**config.mk**
```make
export PLATFORM = sky130hd
export DESIGN_NAME = serial_subtractor
export DESIGN_NICKNAME = d
export VERILOG_FILES = /design/src/rtl/serial_subtractor.sv
export SDC_FILE = /design/constraint.sdc
export NUM_CORES = 1
export LEC_CHECK = 0
export BUFFER_PORTS_ARGS = -buffer_cell sky130_fd_sc_hd__buf_2
export CAP_MARGIN = 20
export CORE_AREA = 2 2 56 58
export CTS_CLUSTER_DIAMETER = 100
export CTS_CLUSTER_SIZE = 40
export DETAILED_ROUTE_END_ITERATION = 10
export DIE_AREA = 0 0 58 60
export GPL_TIMING_DRIVEN = 0
export PLACE_DENSITY_LB_ADDON = 0.1
export SLEW_MARGIN = 15
export SYNTH_ARGS = -nofsm -noshare
export SYNTH_HDL_FRONTEND = slang
export SYNTH_SLANG_ARGS = --single-unit
```
**constraint.sdc**
```tcl
create_clock -name clk -period 4 [get_ports clk]
set_input_delay 1.2 -clock clk [delete_from_list [all_inputs] [get_ports clk]]
set_output_delay 1.2 -clock clk [all_outputs]
set_load 0.005 [all_outputs]
```
**src/rtl/serial_subtractor.sv**
```systemverilog
// Bit-serial unsigned subtractor: one full-subtractor cell plus a borrow flop,
// LSB first, one bit per clock, behind a start/done handshake.
module serial_subtractor #(
    parameter int WIDTH = 8
) (
    input  logic             clk,
    input  logic             rst,
    input  logic             start,
    input  logic [WIDTH-1:0] a,
    input  logic [WIDTH-1:0] b,
    output logic             busy,
    output logic             dbit,
    output logic             dbit_valid,
    output logic             done,
    output logic [WIDTH-1:0] diff,
    output logic             borrow,
    output logic [1:0]       dbg_state
);

    // Handshake: start is a request taken only in IDLE or DONE; done is a
    // one-cycle pulse, and diff/borrow stay valid until the next accepted start.
    localparam int CW = (WIDTH <= 2) ? 1 : $clog2(WIDTH);
    localparam logic [CW-1:0] LAST = CW'(WIDTH - 1);

    typedef enum logic [1:0] {
        S_IDLE  = 2'd0,
        S_SHIFT = 2'd1,
        S_DONE  = 2'd2
    } state_t;

    state_t           state_q, state_d;
    logic [WIDTH-1:0] opa_q, opa_d;
    logic [WIDTH-1:0] opb_q, opb_d;
    logic [WIDTH-1:0] res_q, res_d;
    logic [WIDTH-1:0] diff_q, diff_d;
    logic [CW-1:0]    cnt_q, cnt_d;
    logic             bin_q, bin_d;
    logic             borrow_q, borrow_d;

    logic x_bit, y_bit, d_bit, bout;

    // Full-subtractor cell on the current LSBs.
    assign x_bit = opa_q[0];
    assign y_bit = opb_q[0];
    assign d_bit = x_bit ^ y_bit ^ bin_q;
    assign bout  = (~x_bit & y_bit) | (~(x_bit ^ y_bit) & bin_q);

    always_ff @(posedge clk) begin
        if (rst) begin
            state_q  <= S_IDLE;
            opa_q    <= '0;
            opb_q    <= '0;
            res_q    <= '0;
            diff_q   <= '0;
            cnt_q    <= '0;
            bin_q    <= 1'b0;
            borrow_q <= 1'b0;
        end else begin
            state_q  <= state_d;
            opa_q    <= opa_d;
            opb_q    <= opb_d;
            res_q    <= res_d;
            diff_q   <= diff_d;
            cnt_q    <= cnt_d;
            bin_q    <= bin_d;
            borrow_q <= borrow_d;
        end
    end

    always_comb begin
        state_d  = state_q;
        opa_d    = opa_q;
        opb_d    = opb_q;
        res_d    = res_q;
        diff_d   = diff_q;
        cnt_d    = cnt_q;
        bin_d    = bin_q;
        borrow_d = borrow_q;
        case (state_q)
            S_IDLE, S_DONE: begin
                if (start) begin
                    state_d = S_SHIFT;
                    opa_d   = a;
                    opb_d   = b;
                    bin_d   = 1'b0;
                    cnt_d   = '0;
                end else if (state_q == S_DONE) begin
                    state_d = S_IDLE;
                end
            end
            S_SHIFT: begin
                opa_d = {1'b0, opa_q[WIDTH-1:1]};
                opb_d = {1'b0, opb_q[WIDTH-1:1]};
                res_d = {d_bit, res_q[WIDTH-1:1]};
                bin_d = bout;
                cnt_d = cnt_q + CW'(1);
                if (cnt_q == LAST) begin
                    // The last bit lands in the result on the same edge it is published.
                    state_d  = S_DONE;
                    diff_d   = {d_bit, res_q[WIDTH-1:1]};
                    borrow_d = bout;
                    cnt_d    = '0;
                end
            end
            default: state_d = S_IDLE;
        endcase
    end

    assign busy       = (state_q == S_SHIFT);
    assign dbit_valid = busy;
    assign dbit       = busy & d_bit;
    assign done       = (state_q == S_DONE);
    assign diff       = diff_q;
    assign borrow     = borrow_q;
    assign dbg_state  = state_q;

endmodule

```
======== Word level (Yosys, flattened, before mapping) ========
Index checks and enable logic that the tools add are counted.
W data, S select, Z words.
word-level totals
  output and inout bits ................... 15
  input port bits ......................... 19
  logic and storage cells ................. 42
  bits in registers ....................... 39
cells by class
  eq/ne operators ......................... 6
  reductions and logical operators ........ 6
  bitwise gates (word level) .............. 8
  add/subtract/negate cells ............... 1
  multiplexer cells ....................... 13
operator list
  kind                   number
  $pmux W8 S2            2
  $mux W8                2
  $mux W2                3
  $mux W3                2
  $pmux W3 S2            1
  $reduce_and A2 Y1      3
  $pmux W2 S2            1
  $add A3 B1 Y3 const B  1
  $and A1 B1 Y1          3
  $eq A3 B3 Y1 const B   1
  $ne A3 B3 Y1 const B   1
  $eq A2 B1 Y1 const B   1
  $eq A2 B2 Y1 const B   1
  $logic_not A2 Y1       1
  $ne A2 B1 Y1 const B   1
  $ne A2 B2 Y1 const B   1
  $not A1 Y1             2
  $pmux W1 S2            1
  $reduce_bool A2 Y1     1
  $reduce_or A2 Y1       1
  $xor A1 B1 Y1          2
  $mux W1                1
  $or A1 B1 Y1           1

======== Logic depth before layout (Yosys ltp) ========
Gate-level depths: netlist of the first run.
  depth after elaboration ................. 5
  mapped depth ............................ 6

======== Worst setup path before layout of the first run ========
Ideal clock, no wire load.
  kind .................................... reg-to-output
  start ................................... register opb_q[0]
  end ..................................... output port dbit
  arrival time ............................ 0.979 ns
  data required time ...................... 2.800 ns
  slack ................................... 1.821 ns
  cell stages (with the launch flop) ...... 5
  path through ............................ dfxtp_1 inv_1 fa_1 nand2_1 inv_1
between the ends
  word-level cells in the longest chain between the ends .. 3
RTL lines
  item                         line  source
  start, declared              33    logic [WIDTH-1:0] opb_q, opb_d;
  start signal, assigned       61    opb_q <= opb_d;
  $xor A1 B1 Y1 (2 in series)  45    assign d_bit = x_bit ^ y_bit ^ bin_q;
  net d_bit                    40    logic x_bit, y_bit, d_bit, bout;
  $and A1 B1 Y1                111   assign dbit = busy & d_bit;
  end, declared                12    output logic dbit,
The timed path passes the listed nets, and every way through them passes these cells.

======== Worst setup path after layout of the first run ========
  start ................................... register state_q[0] (netlist: dbg_state[0])
  end ..................................... output port dbit
between the ends
  word-level cells in the longest chain between the ends .. 2
RTL lines
  item                    line  source
  start, declared         31    state_t state_q, state_d;
  start signal, assigned  59    state_q <= state_d;
  $eq A2 B1 Y1            109   assign busy = (state_q == S_SHIFT);
  $and A1 B1 Y1           111
No other way between the ends.

==> results of run 1 <==
==> registers in the layout, summed over array words and instances (netlist names) <==
signal / flops
dbg_state: 2
cnt_q: 3
bin_q: 1
borrow: 1
opb_q: 8
diff: 8
res_q: 7
opa_q: 8
==> logic make-up after synthesis <==
group                    count (synthesis)
flip-flops                              38
buffers and inverters                   21
AND/OR/NAND/NOR                         91
AO/OA/AOI/OAI                           38
adder cells (fa/ha/maj)                  3
==> how the worst max path moves through the flow <==
| stage | startpoint | end | cells past startpoint |
|---|---|---|---|
| floorplan | opb_q[0] | dbit | 4 |
| global placement | dbg_state[0] | dbit | 7 |
| detailed placement | dbg_state[0] | dbit | 7 |
| CTS | dbg_state[0] | dbit | 7 |
| global route | dbg_state[0] | dbit | 7 |
| finish | dbg_state[0] | dbit | 7 |
==> report_power, final <==
group | internal [W] | switching (W) | leakage (nW)
Clock | 0.0000632 | 0.000118 | 0.0308
Sequential | 0.000397 | 0.0000122 | 0.310
Combinational | 0.0000414 | 0.0000548 | 0.419
Total | 0.000501 | 0.000185 | 0.760
==> placed cells by master, fill, tap and decap left out <==
cell type / instances
buf_1: 1
inv_1: 3
nand3_1: 13
a21oi_2: 1
nand3b_1: 1
dfxtp_1: 38
nor4b_1: 1
fa_1: 1
nor2b_1: 2
buf_4: 8
a311oi_2: 1
nor2_1: 17
buf_6: 2
clkbuf_1: 4
nand2_1: 54
buf_2: 34
ha_1: 2
a31oi_1: 1
nand2b_1: 3
o21a_1: 1
a21oi_1: 20
clkbuf_4: 5
a311oi_1: 14
clkinv_2: 3
==> final cells by class <==
type / instances / area (µm²)
multi-input combinational: 132 / 684
buffer: 17 / 111
tap: 33 / 41.3
inverter: 4 / 16.3
fill: 278 / 1080
sequential: 38 / 761
timing repair buffer: 32 / 160
clock buffer: 5 / 37.5
clock inverter: 2 / 10.0
==> through the flow <==
step	std cells	util, %	total power, W
2_1_floorplan	191	-	0.000482
3_3_place_gp	256	61.1	0.000509
3_5_place_dp	256	61.1	0.000514
4_1_cts	263	62.8	0.000693
5_1_grt	263	62.8	0.000721
6_report	263	62.8	0.000687
==> worst max-delay path: cells and delay by family (launching register included) <==
family,cells,cell delay (ns)
buf+inv,5,0.54
simple gates,2,0.19
flops,1,0.48
==> layer usage <==
| metal | GRT usage (%) | vias up | wire [µm] |
|---|---|---|---|
| li1 | - | 719 | - |
| met1 | 24.8 | 633 | 1470 |
| met2 | 34.7 | 56 | 1510 |
| met3 | 6.06 | 9 | 233 |
| met4 | 9.30 | 0 | 82 |
| met5 | 0 | - | 0 |
==> flow_summary.ini, run 1 <==
[cells_and_area]
drive_above_1_share_pct = 23.5
syn2layout_area_growth_pct = 15.8
antenna-diode-count = 0
final_nets = 252
fin_area_um2 = 1820

[critical_path]
critPathMaxFanout = 11
crit_type = flip-flop to output pin
cp_cell_sequence = nand2b_1 -> buf_4 -> clkinv_2 -> buf_4 -> nand2_1 -> inv_1 -> buf_2
worstPathArrival_ns = 1.57
reg2reg_to = diff[2]
critPathSlowestCell = dfxtp_1
worst-r2r-setup-slack_ns = 2.53
end_kind = output pin
r2r_cells = 5
r2r_start = cnt_q[0]
cp.required_ns = 2.80
critical-path-max-stage-delay_ns = 0.48
crit_top_cell = buf_4
startpoint_type = flip-flop

[sta]
tightest_slew_ns = 0.508
fin_hold_ws_ns = 0.458
fin_skew_ns = 0.0129
fmax_mhz = 361
drv_slew = 0
min_period_over_period_pct = 69.3
setup_tns_ns = 0
finalHoldViolations = 0
rsz0062_at_grt = false
maxSlewHeadroom_pct = 66.1
period_minus_slack_ns = 2.77
fin_ws_ns = 1.23
finalSetupViolCount = 0

[clock_tree]
cts_resized = 0
cts-root-buf = clkbuf_4
cts_sinks = 38
cts_buffer_depth = 2
cts_buffers = 5
h-tree-depth = 2
post-cts-setup-buffers = 0
clock_latency_ns = 0.34
ctsHoldBuffers = 0
cts_tree = built
clkTransAtPathRegs_ns = 0.11

[min_path]
min-delay-start = res_q[1]
hold_depth = 2
hold_path.class = flip-flop to flip-flop
min_to = diff[0]

[synth]
yosys.area_share.adder_pct = 2.86
ys_seq_area_share_pct = 48.4
synth_area_leaders = dfxtp_1, nand2_1, a311oi_1
postSynthCellCount = 191
synth-seq-cells = 38
syn_nets = 213
synth-simple-area-share_pct = 24.1
ys.flop_type = dfxtp_1
synthTopCellsByCount = nand2_1, dfxtp_1, a21oi_1, nor2_1, a311oi_1
synth_top_area_share_pct = 48.4
synth_top_family_by_area = simple AND/OR/NAND/NOR gates
ys_warn_count = 0
synth_compound_area_share_pct = 16.5
avgSynthCellArea_um2 = 8.23
muxShareOfSynthArea_pct = 0
yosysTopAreaCell = dfxtp_1
synth_edf_count = 0
ys_async_sr_fraction_pct = 0
netlist_area_um2 = 1570
synth.most_common_cell = nand2_1
ys_types = 23
synthXorXnorAreaFrac_pct = 0

[power_and_ir_drop]
power_density_nw_per_um2 = 377
p_leak_nw = 0.760
peakVddDrop_v = 0.000272

[floorplan]
io_pins = 34
rows = 20
dieHeight_um = 60
start_util_pct = 54.2
dieArea_um2 = 3480
coreArea_um2 = 2900
die_width_um = 58

[route]
routed_wl_mm = 3.30
first_pass_iters = 4
wl_per_cell_um = 12.5
drt-initial-drc-count = 47
post-route-drc-count = 0
final_antenna_net_count = 0
vias = 1417
via_per_inst = 5.39

[run]
cap_violations = 0

[global_routing]
grt_antenna_before_repair = 0
grt-ovfl-total = 0
grt_max_degree = 12
grt_pass1_wl_mm = 5.42
grt_use_total_pct = 20.8
first_global_vias = 1262

[run_status]
status = complete, no violations

[placed_design]
hpwl_mm = 2.48
place.gp.congestion = 0.768
pre_cts_ws_ns = 1.60
placed_area_um2 = 1770
io_buffers = 32
Note: power is estimated with default switching activity, not from simulation.
==> run 2, diff against run 1 <==
CORE_AREA = 2 2 58 60   (was 2 2 56 58)
DIE_AREA = 0 0 60 62   (was 0 0 58 60)
clock period = 2.75 ns   (was 4 ns; I/O delays follow)
==> flow_summary.ini, run 2 (same netlist as run 1, synthesis figures left out) <==
[cells_and_area]
layout.cells.most_common = nand2_1
layout_common_cells = nand2_1, dfxtp_1, buf_2
antenna-diode-count = 0
drive_above_1_share_pct = 23.8
syn2layout_area_growth_pct = 17.9
fin_area_um2 = 1850
final_nets = 252

[route]
routed_wl_mm = 3.36
wl_per_cell_um = 12.1
met2_length_mm = 1.68
post-route-drc-count = 0
drt-initial-drc-count = 100
dr.max_layer_used = met4
via_per_inst = 5.10
wl_met1_mm = 1.45
wl_met3_um = 184
first_pass_iters = 4
final_antenna_net_count = 0
vias = 1413

[sta]
rsz0062_at_grt = false
fin_skew_ns = 0.00503
fmax_mhz = 428
period_minus_slack_ns = 2.34
maxSlewHeadroom_pct = 67.7
tightest_slew_ns = 0.485
min_period_over_period_pct = 85.0
finalSetupViolCount = 0
fin_hold_ws_ns = 0.460
finalHoldViolations = 0
drv_slew = 0
setup_tns_ns = 0

[clock_tree]
cts_resized = 0
cts_buffers = 5
cts_buffer_depth = 2
cts_sinks = 38
clock_latency_ns = 0.34
clkTransAtPathRegs_ns = 0.12
cts-root-buf = clkbuf_4
post-cts-setup-buffers = 0
h-tree-depth = 2
ctsHoldBuffers = 0
cts_tree = built

[global_routing]
grt_max_degree = 13
grt_pass1_wl_mm = 5.62
grt_use_total_pct = 20.5
grt_antenna_before_repair = 0
grt-ovfl-total = 0
first_global_vias = 1274

[critical_path]
critPathMaxFanout = 11
crit_type = flip-flop to output pin
end_kind = output pin
startpoint_type = flip-flop
worstPathArrival_ns = 1.51
cp.required_ns = 1.93

[floorplan]
dieHeight_um = 62
start_util_pct = 49.5
io_pins = 34
die_width_um = 60
dieArea_um2 = 3720
rows = 21
coreArea_um2 = 3180

[power_and_ir_drop]
p_leak_nw = 0.763
peakVddDrop_v = 0.000328
power_density_nw_per_um2 = 563

[placed_design]
hpwl_mm = 2.47
placed_area_um2 = 1790
io_buffers = 32
place.gp.congestion = 0.750

[min_path]
hold_path.class = flip-flop to flip-flop

[run_status]
status = complete, no violations

[run]
cap_violations = 0
==> run 2: cell count changes in the layout (fill, tap and decap cells not counted), sizes merged <==
cell,previous run,this run
clkbuf,9,10
clkinv,3,2
clkinvlp,0,1
==> run 2: final timing paths <==
kind | startpoint | end | depth (start not counted) | slack (ns)
max reg2reg | cnt_q[0] | diff[7] | 5 | 1.25
min reg2reg | diff[5] | diff[5] | 2 | 0.46
max | dbg_state[0] | dbit | 7 | 0.41
min | diff[5] | diff[5] | 2 | 0.46
==> run 2: stage by stage <==
step	util (%)	power (W)	std cells	setup slack, ns
after floorplan	-	0.000702	191	0.946
after global placement	56.3	0.000741	269	0.803
after detailed placement	56.3	0.000746	269	0.793
after CTS	58.3	0.00106	277	0.390
after global routing	58.3	0.00110	277	0.261
final	58.3	0.00104	277	0.413
==> run 2: worst max-delay path: stages (launching register included) <==
cell	delay, ns
dfxtp_1	0.46
nand2b_1	0.09
buf_4	0.16
clkinv_2	0.06
buf_4	0.17
nand2_1	0.09
inv_1	0.05
buf_2	0.10
==> run 2: cell type report <==
cell class                      instances  area (µm²)
Fill cell                             324        1330
Sequential cell                        38         761
Multi-Input combinational cell        132         684
Timing Repair Buffer                   32         160
Buffer                                 17         111
Tap cell                               46        57.6
Clock buffer                            6        51.3
Inverter                                4        16.3
Clock inverter                          2        12.5
==> run 2: metal layers <==
metal / up-vias / global-route usage, %
li1: 724 / -
met1: 638 / 23.2
met2: 45 / 36.5
met3: 6 / 6.21
met4: 0 / 7.62
met5: - / 0
==> run 2: report_power, final <==
group / switching, W / internal, W / total [W]
clock: 0.000189 / 0.000123 / 0.000312
sequential: 0.0000162 / 0.000577 / 0.000593
combinational: 0.0000792 / 0.0000599 / 0.000139
